==> src/rtl/cmp_operand_stager_if.sv <==
// Operand-in / result-out handshake bundle plus the comparator netlist bus for cmp_operand_stager.
interface cmp_operand_stager_if #(
    parameter int unsigned SEQ_W = 8
);
    logic             in_valid;
    logic             in_ready;
    logic [31:0]      in_data;
    logic [63:0]      cmp_x;
    logic             cmp_y;
    logic             out_valid;
    logic             out_ready;
    logic             out_lteq;
    logic [SEQ_W-1:0] out_seq;

    // Environment side: supplies operands, drives the netlist result, consumes results
    modport master (
        output in_valid, in_data, out_ready, cmp_y,
        input  in_ready, cmp_x, out_valid, out_lteq, out_seq
    );

    // Stager side
    modport slave (
        input  in_valid, in_data, out_ready, cmp_y,
        output in_ready, cmp_x, out_valid, out_lteq, out_seq
    );
endinterface

==> src/rtl/cmp_operand_stager.sv <==
// Sequential front-end for the flat 32-bit signed <= comparator netlist.
// Collects a then b from a word stream, holds {b,a} on cmp_x for SETTLE_CYCLES,
// samples cmp_y and hands the result downstream with a wrapping sequence tag.
// Optional macro CMP_SELF_CHECK_EN adds a sticky chk_err output that flags any
// disagreement between cmp_y and a behavioural signed compare of the held pair.
module cmp_operand_stager #(
    parameter int unsigned SETTLE_CYCLES = 1,
    parameter int unsigned SEQ_W         = 8
) (
    input  logic                    clk,
    input  logic                    rst_n,
    cmp_operand_stager_if.slave     bus
`ifdef CMP_SELF_CHECK_EN
    ,
    output logic                    chk_err
`endif
);
    localparam int unsigned DATA_W = 32;
    localparam int unsigned CNT_W  = 4;
    localparam int unsigned X_W    = 2 * DATA_W;

    typedef enum logic [1:0] {
        S_A    = 2'd0,
        S_B    = 2'd1,
        S_EVAL = 2'd2,
        S_HOLD = 2'd3
    } state_e;

    state_e              state_q, state_d;
    logic [DATA_W-1:0]   a_q, a_d;
    logic [X_W-1:0]      cmp_x_q, cmp_x_d;
    logic [CNT_W-1:0]    cnt_q, cnt_d;
    logic                out_valid_q, out_valid_d;
    logic                out_lteq_q, out_lteq_d;
    logic [SEQ_W-1:0]    out_seq_q, out_seq_d;
    logic                in_ready_c;
    logic                settle_done_c;
`ifdef CMP_SELF_CHECK_EN
    logic                chk_err_q, chk_err_d;
    logic                ref_lteq_c;
`endif

    assign settle_done_c = (cnt_q == CNT_W'(SETTLE_CYCLES - 1));

`ifdef CMP_SELF_CHECK_EN
    // Behavioural reference on the pair currently presented to the netlist
    assign ref_lteq_c = ($signed(cmp_x_q[DATA_W-1:0]) <= $signed(cmp_x_q[X_W-1:DATA_W]));
`endif

    // Next-state and datapath updates; in_ready depends only on state and reset
    always_comb begin
        state_d     = state_q;
        a_d         = a_q;
        cmp_x_d     = cmp_x_q;
        cnt_d       = cnt_q;
        out_valid_d = out_valid_q;
        out_lteq_d  = out_lteq_q;
        out_seq_d   = out_seq_q;
        in_ready_c  = 1'b0;
`ifdef CMP_SELF_CHECK_EN
        chk_err_d   = chk_err_q;
`endif
        case (state_q)
            S_A: begin
                in_ready_c = rst_n;
                if (bus.in_valid) begin
                    a_d     = bus.in_data;
                    state_d = S_B;
                end
            end
            S_B: begin
                in_ready_c = rst_n;
                if (bus.in_valid) begin
                    // a and b become visible together so cmp_x never shows a mixed pair
                    cmp_x_d = {bus.in_data, a_q};
                    cnt_d   = '0;
                    state_d = S_EVAL;
                end
            end
            S_EVAL: begin
                cnt_d = cnt_q + CNT_W'(1);
                if (settle_done_c) begin
                    out_lteq_d  = bus.cmp_y;
                    out_valid_d = 1'b1;
                    state_d     = S_HOLD;
`ifdef CMP_SELF_CHECK_EN
                    if (bus.cmp_y != ref_lteq_c) begin
                        chk_err_d = 1'b1;
                    end
`endif
                end
            end
            S_HOLD: begin
                if (bus.out_ready) begin
                    out_valid_d = 1'b0;
                    out_seq_d   = out_seq_q + SEQ_W'(1);
                    state_d     = S_A;
                end
            end
            default: begin
                state_d = S_A;
            end
        endcase
    end

    // State and datapath registers with synchronous active-low reset
    always_ff @(posedge clk) begin
        if (!rst_n) begin
            state_q     <= S_A;
            a_q         <= '0;
            cmp_x_q     <= '0;
            cnt_q       <= '0;
            out_valid_q <= 1'b0;
            out_lteq_q  <= 1'b0;
            out_seq_q   <= '0;
`ifdef CMP_SELF_CHECK_EN
            chk_err_q   <= 1'b0;
`endif
        end else begin
            state_q     <= state_d;
            a_q         <= a_d;
            cmp_x_q     <= cmp_x_d;
            cnt_q       <= cnt_d;
            out_valid_q <= out_valid_d;
            out_lteq_q  <= out_lteq_d;
            out_seq_q   <= out_seq_d;
`ifdef CMP_SELF_CHECK_EN
            chk_err_q   <= chk_err_d;
`endif
        end
    end

    assign bus.in_ready  = in_ready_c;
    assign bus.cmp_x     = cmp_x_q;
    assign bus.out_valid = out_valid_q;
    assign bus.out_lteq  = out_lteq_q;
    assign bus.out_seq   = out_seq_q;
`ifdef CMP_SELF_CHECK_EN
    assign chk_err       = chk_err_q;
`endif
endmodule

==> src/flat_wrapper.sv <==
// flat-port wrapper written by rule: the top's interface ports become plain ports
module cmp_operand_stager_flat 
#(
    parameter int unsigned SETTLE_CYCLES = 1,
    parameter int unsigned SEQ_W         = 8
)
  (clk, rst_n, bus_in_valid, bus_in_data, bus_out_ready, bus_cmp_y, bus_in_ready, bus_cmp_x, bus_out_valid, bus_out_lteq, bus_out_seq);
  cmp_operand_stager_if #(.SEQ_W(SEQ_W)) bus_i ();
  input  logic clk;
  input  logic rst_n;
  input wire logic [$bits(bus_i.in_valid)-1:0] bus_in_valid;
  input wire logic [$bits(bus_i.in_data)-1:0] bus_in_data;
  input wire logic [$bits(bus_i.out_ready)-1:0] bus_out_ready;
  input wire logic [$bits(bus_i.cmp_y)-1:0] bus_cmp_y;
  output wire logic [$bits(bus_i.in_ready)-1:0] bus_in_ready;
  output wire logic [$bits(bus_i.cmp_x)-1:0] bus_cmp_x;
  output wire logic [$bits(bus_i.out_valid)-1:0] bus_out_valid;
  output wire logic [$bits(bus_i.out_lteq)-1:0] bus_out_lteq;
  output wire logic [$bits(bus_i.out_seq)-1:0] bus_out_seq;
  assign bus_i.in_valid = bus_in_valid;
  assign bus_i.in_data = bus_in_data;
  assign bus_i.out_ready = bus_out_ready;
  assign bus_i.cmp_y = bus_cmp_y;
  assign bus_in_ready = bus_i.in_ready;
  assign bus_cmp_x = bus_i.cmp_x;
  assign bus_out_valid = bus_i.out_valid;
  assign bus_out_lteq = bus_i.out_lteq;
  assign bus_out_seq = bus_i.out_seq;
  cmp_operand_stager #(.SETTLE_CYCLES(SETTLE_CYCLES), .SEQ_W(SEQ_W)) u_core (.clk(clk), .rst_n(rst_n), .bus(bus_i));
endmodule
==> config.mk <==
export PLATFORM = sky130hd
export DESIGN_NAME = cmp_operand_stager_flat
export DESIGN_NICKNAME = d
export VERILOG_FILES = /design/src/rtl/cmp_operand_stager_if.sv /design/src/rtl/cmp_operand_stager.sv /design/src/flat_wrapper.sv
export SDC_FILE = /design/constraint.sdc
export NUM_CORES = 1
export LEC_CHECK = 0
export CAP_MARGIN = 20
export CORE_MARGIN = 1
export CORE_UTILIZATION = 53
export DETAILED_ROUTE_END_ITERATION = 12
export PLACE_DENSITY = 0.87
export REMOVE_ABC_BUFFERS = 1
export SLEW_MARGIN = 20
export SYNTH_ARGS = -nofsm -noshare
export SYNTH_HDL_FRONTEND = slang
export SYNTH_SLANG_ARGS = --single-unit
==> constraint.sdc <==
create_clock -name clk -period 2.9 [get_ports clk]
set_input_delay 0.435 -clock clk [delete_from_list [all_inputs] [get_ports clk]]
set_output_delay 0.435 -clock clk [all_outputs]
set_load 0.1 [all_outputs]
==> metrics.md <==
| Metric | Value |
|---|---|
| Synth Warn # | 0 |
| N_diodes | 0 |
| Longest Clk Path Bufs | 2 |
| Clock sink count | 112 |
| Seq/Total Area, Yosys | approximately half |
| DIE AREA | 8840 um^2 |
| Vias after detailed routing | 3,657 |
| Synthesized area per cell | 8.73 um^2 |
| Mapped cell area | 4490 um^2 |
| Postcts setup bufs | 0 |
| Kind of critical path | register to primary output |
| RSZ-0062 raised after global routing | no |
| Pre-CTS WS | 0.861 ns |
| Mux share of post-synthesis cell area | 0.223% |
| EDFF count, synth | 0 |
| Clock root buffer | clkbuf_8 |
| # nets final | 652 |
| Final Max Slew Viols | 0 |
| RD Place Congestion | 0.776 |
| Worst-path fanout max | 6 |
| Skew-Pair Late Insertion Delay | 0.35 ns |
| Distinct cells, synth | 34 |
| Max-Cap Viols | 0 |
| Area contributors post-synth | dfxtp_1 (50%), nand2_1 (16%), a21boi_1 (13%) |
| Gr usage total | between 20% and 30% |
| Detail Placement HPWL | 6280 um |
| Total Power | 4.49 mW |
| Final worst slack | ~0.86 ns |
| Tmin final | 2.04 ns |
| Post-Synth Simple-Gate Area | 22.2% |
| Worst setup SP type | register |
| Slew of the pin with the lowest slew margin | 0.506 ns |
| CTS resizes | 0 |
| WP data required | 2.47 ns |
| Skew final | ~0.009 ns |
| Yosys reg bits | roughly 110 |
| Cells after Synth | roughly 510 |
| Wire per inst | 13.2 um |
| Vias in the first global route | 3,470 |
| Final period util | a little over two thirds |
| FMAX | 490 MHz |
| Antenna violations before repair | 0 |
| First-pass GRT wire length | 15,800 um |
| Share of layout cells above drive strength 1 | between 10% and 20% |
| CTS tree | done |
| Fillers | about 670 |
| Post-synthesis xor/xnor area fraction | about 1.4% |
| Yosys top cell by area | dfxtp_1 |
| DR iter-0 viols | just under 200 |
| Inserted Clock Buffers | 9 |
| Worst EP arrival | 1.61 ns |
| Clk slew on worst S/H paths | roughly 0.1 ns |
| Commonest cells in the synthesized netlist | nand2_1 (193), dfxtp_1 (112), a21boi_1 (80) |
| Maximum vdd ir drop | about 0.74 mV |
| Syn-to-layout area delta | 23.6% |
| # DRC | 0 |
| Delay-heaviest family, CP | buffers and inverters |
| Vias/cell | a little over 5 |
| Slew headroom | 66.3% |
| PortBufs | 111 |
| Chip width | 94.0 um |
| Height of the die | 94.0 um |
| Synth Area in Compound Gates | between 10% and 20% |
| Critical path capture point type | primary output |
| Largest net degree at the start of global routing | 68 |
| Sum Neg Setup Slack | 0 ns |
| Main synth FF type | dfxtp_1 |
| CP Buf/Inv Count | 2 |
| Worst hold path type | register to register |
| Synth top area share | between 40% and 50% |
| DRT Pass-1 Iters | 4 |
| Depth of the CTS H-tree | 3 |
| I/O pin count | about 110 |
| CP Cell Sequence | inv_1 > ha_1 > nor2_1 > nor2b_1 > buf_4 |
| PD cells | 809 nW/um^2 |
| Post-synthesis adder-cell area fraction | under 10% |
| Ys async rst share | 0% |
| Post-layout util | 67.5% |
| Core Region | 8220 um^2 |
| # hold bufs at CTS | 0 |
| Gr ovfl total | 0 |
| Most common cell in the netlist | nand2_1 |
| Max incr delay on CP | 0.35 ns |
| Routed wire length | approximately 9400 um |
| Lkg Pwr | about 2.2 nW |
| Antenna Violating Nets Remaining | 0 |
| Setup Viol. Count Final | 0 |
| # rows | 33 |
| Status | complete, no violations |
| Final hold vios | 0 |
| Initial Utilization | a little over half |
| Slowest-stage cell, CP | dfxtp_1 |
| Largest family of logic cells by synthesized area | simple AND/OR/NAND/NOR gates |
final timing paths:
check,start,end,slack (ns),cells after the start
setup reg to reg,u_core.state_q[1],u_core.bus.cmp_x[31],1.11,6
setup / recovery,u_core.state_q[1],bus_in_ready,0.86,5
hold / removal,u_core.a_q[5],u_core.bus.cmp_x[5],0.45,2
hold reg to reg,u_core.a_q[5],u_core.bus.cmp_x[5],0.45,2
worst min-delay path, stage by stage (launching register included):
cell and delay [ns]:
dfxtp_1 0.32, nand2_1 0.05, a21boi_1 0.05
report_power, final:
part,internal [mW],switching (mW)
combinational,0.448,1.37
sequential,1.74,0.117
clock,0.329,0.488
flip-flops by register name (all words and copies together), names as in the netlist:
signal and count:
u_core.bus.cmp_x 64, u_core.bus.out_lteq 1, u_core.a_q 32, u_core.state_q 2, u_core.bus.out_valid 1, u_core.cnt_q 4, u_core.bus.out_seq 8
metrics by stage:
step	instances	instance area (um^2)	hold WS (ns)
after CTS	716	5550	0.450
after floorplan	480	4270	0.431
after global placement	702	5390	0.434
after detailed placement	702	5390	0.445
final	716	5550	0.448
after global routing	716	5550	0.474
cell type report:
cell class	instances	area, um^2	share of cell area (%)
clock buffers	11	141	2.55
clock inverters	3	18.8	0.338
inverters	5	18.8	0.338
multi-input cells	363	2010	36.2
flip-flops and latches	112	2240	40.4
well taps	105	131	2.37
repair buffers	117	988	17.8
kinds of logic after synthesis:
kind of cell,count (synthesis)
AO/OA/AOI/OAI,110
XOR/XNOR,7
flip-flops,112
multiplexers,1
adder cells (fa/ha/maj),7
AND/OR/NAND/NOR,238
buffers and inverters,39
placed cells by master (no fill, tap or decap), types with 4 or more instances in the layout:
cell type        netlist  routed
ha_1                   7       7
xnor2_1                6       6
nand4_1                4       4
a21boi_0               8       8
nand2b_1               4       4
and2_1                 9       9
buf_4                  4      79
dfxtp_1              112     112
inv_1                  5       5
a21boi_2              10      10
a21boi_1              80      80
o21ai_0                5       5
clkdlybuf4s50_1        0      35
clkbuf_8               0      10
nor2b_1                5       5
nand2_2               10      11
nand2_1              193     192
nand3_1                5       5
routing by layer:
layer | vias up | GRT usage, % | wire, um
met2 | 86 | 38.9 | 4570
met3 | 8 | 7.36 | 621
met5 | - | 0 | 0
met1 | 1719 | 26.7 | 4180
met4 | 0 | 5.77 | 70
li1 | 1844 | - | -
No activity file was read; power rests on OpenSTA's default activity.
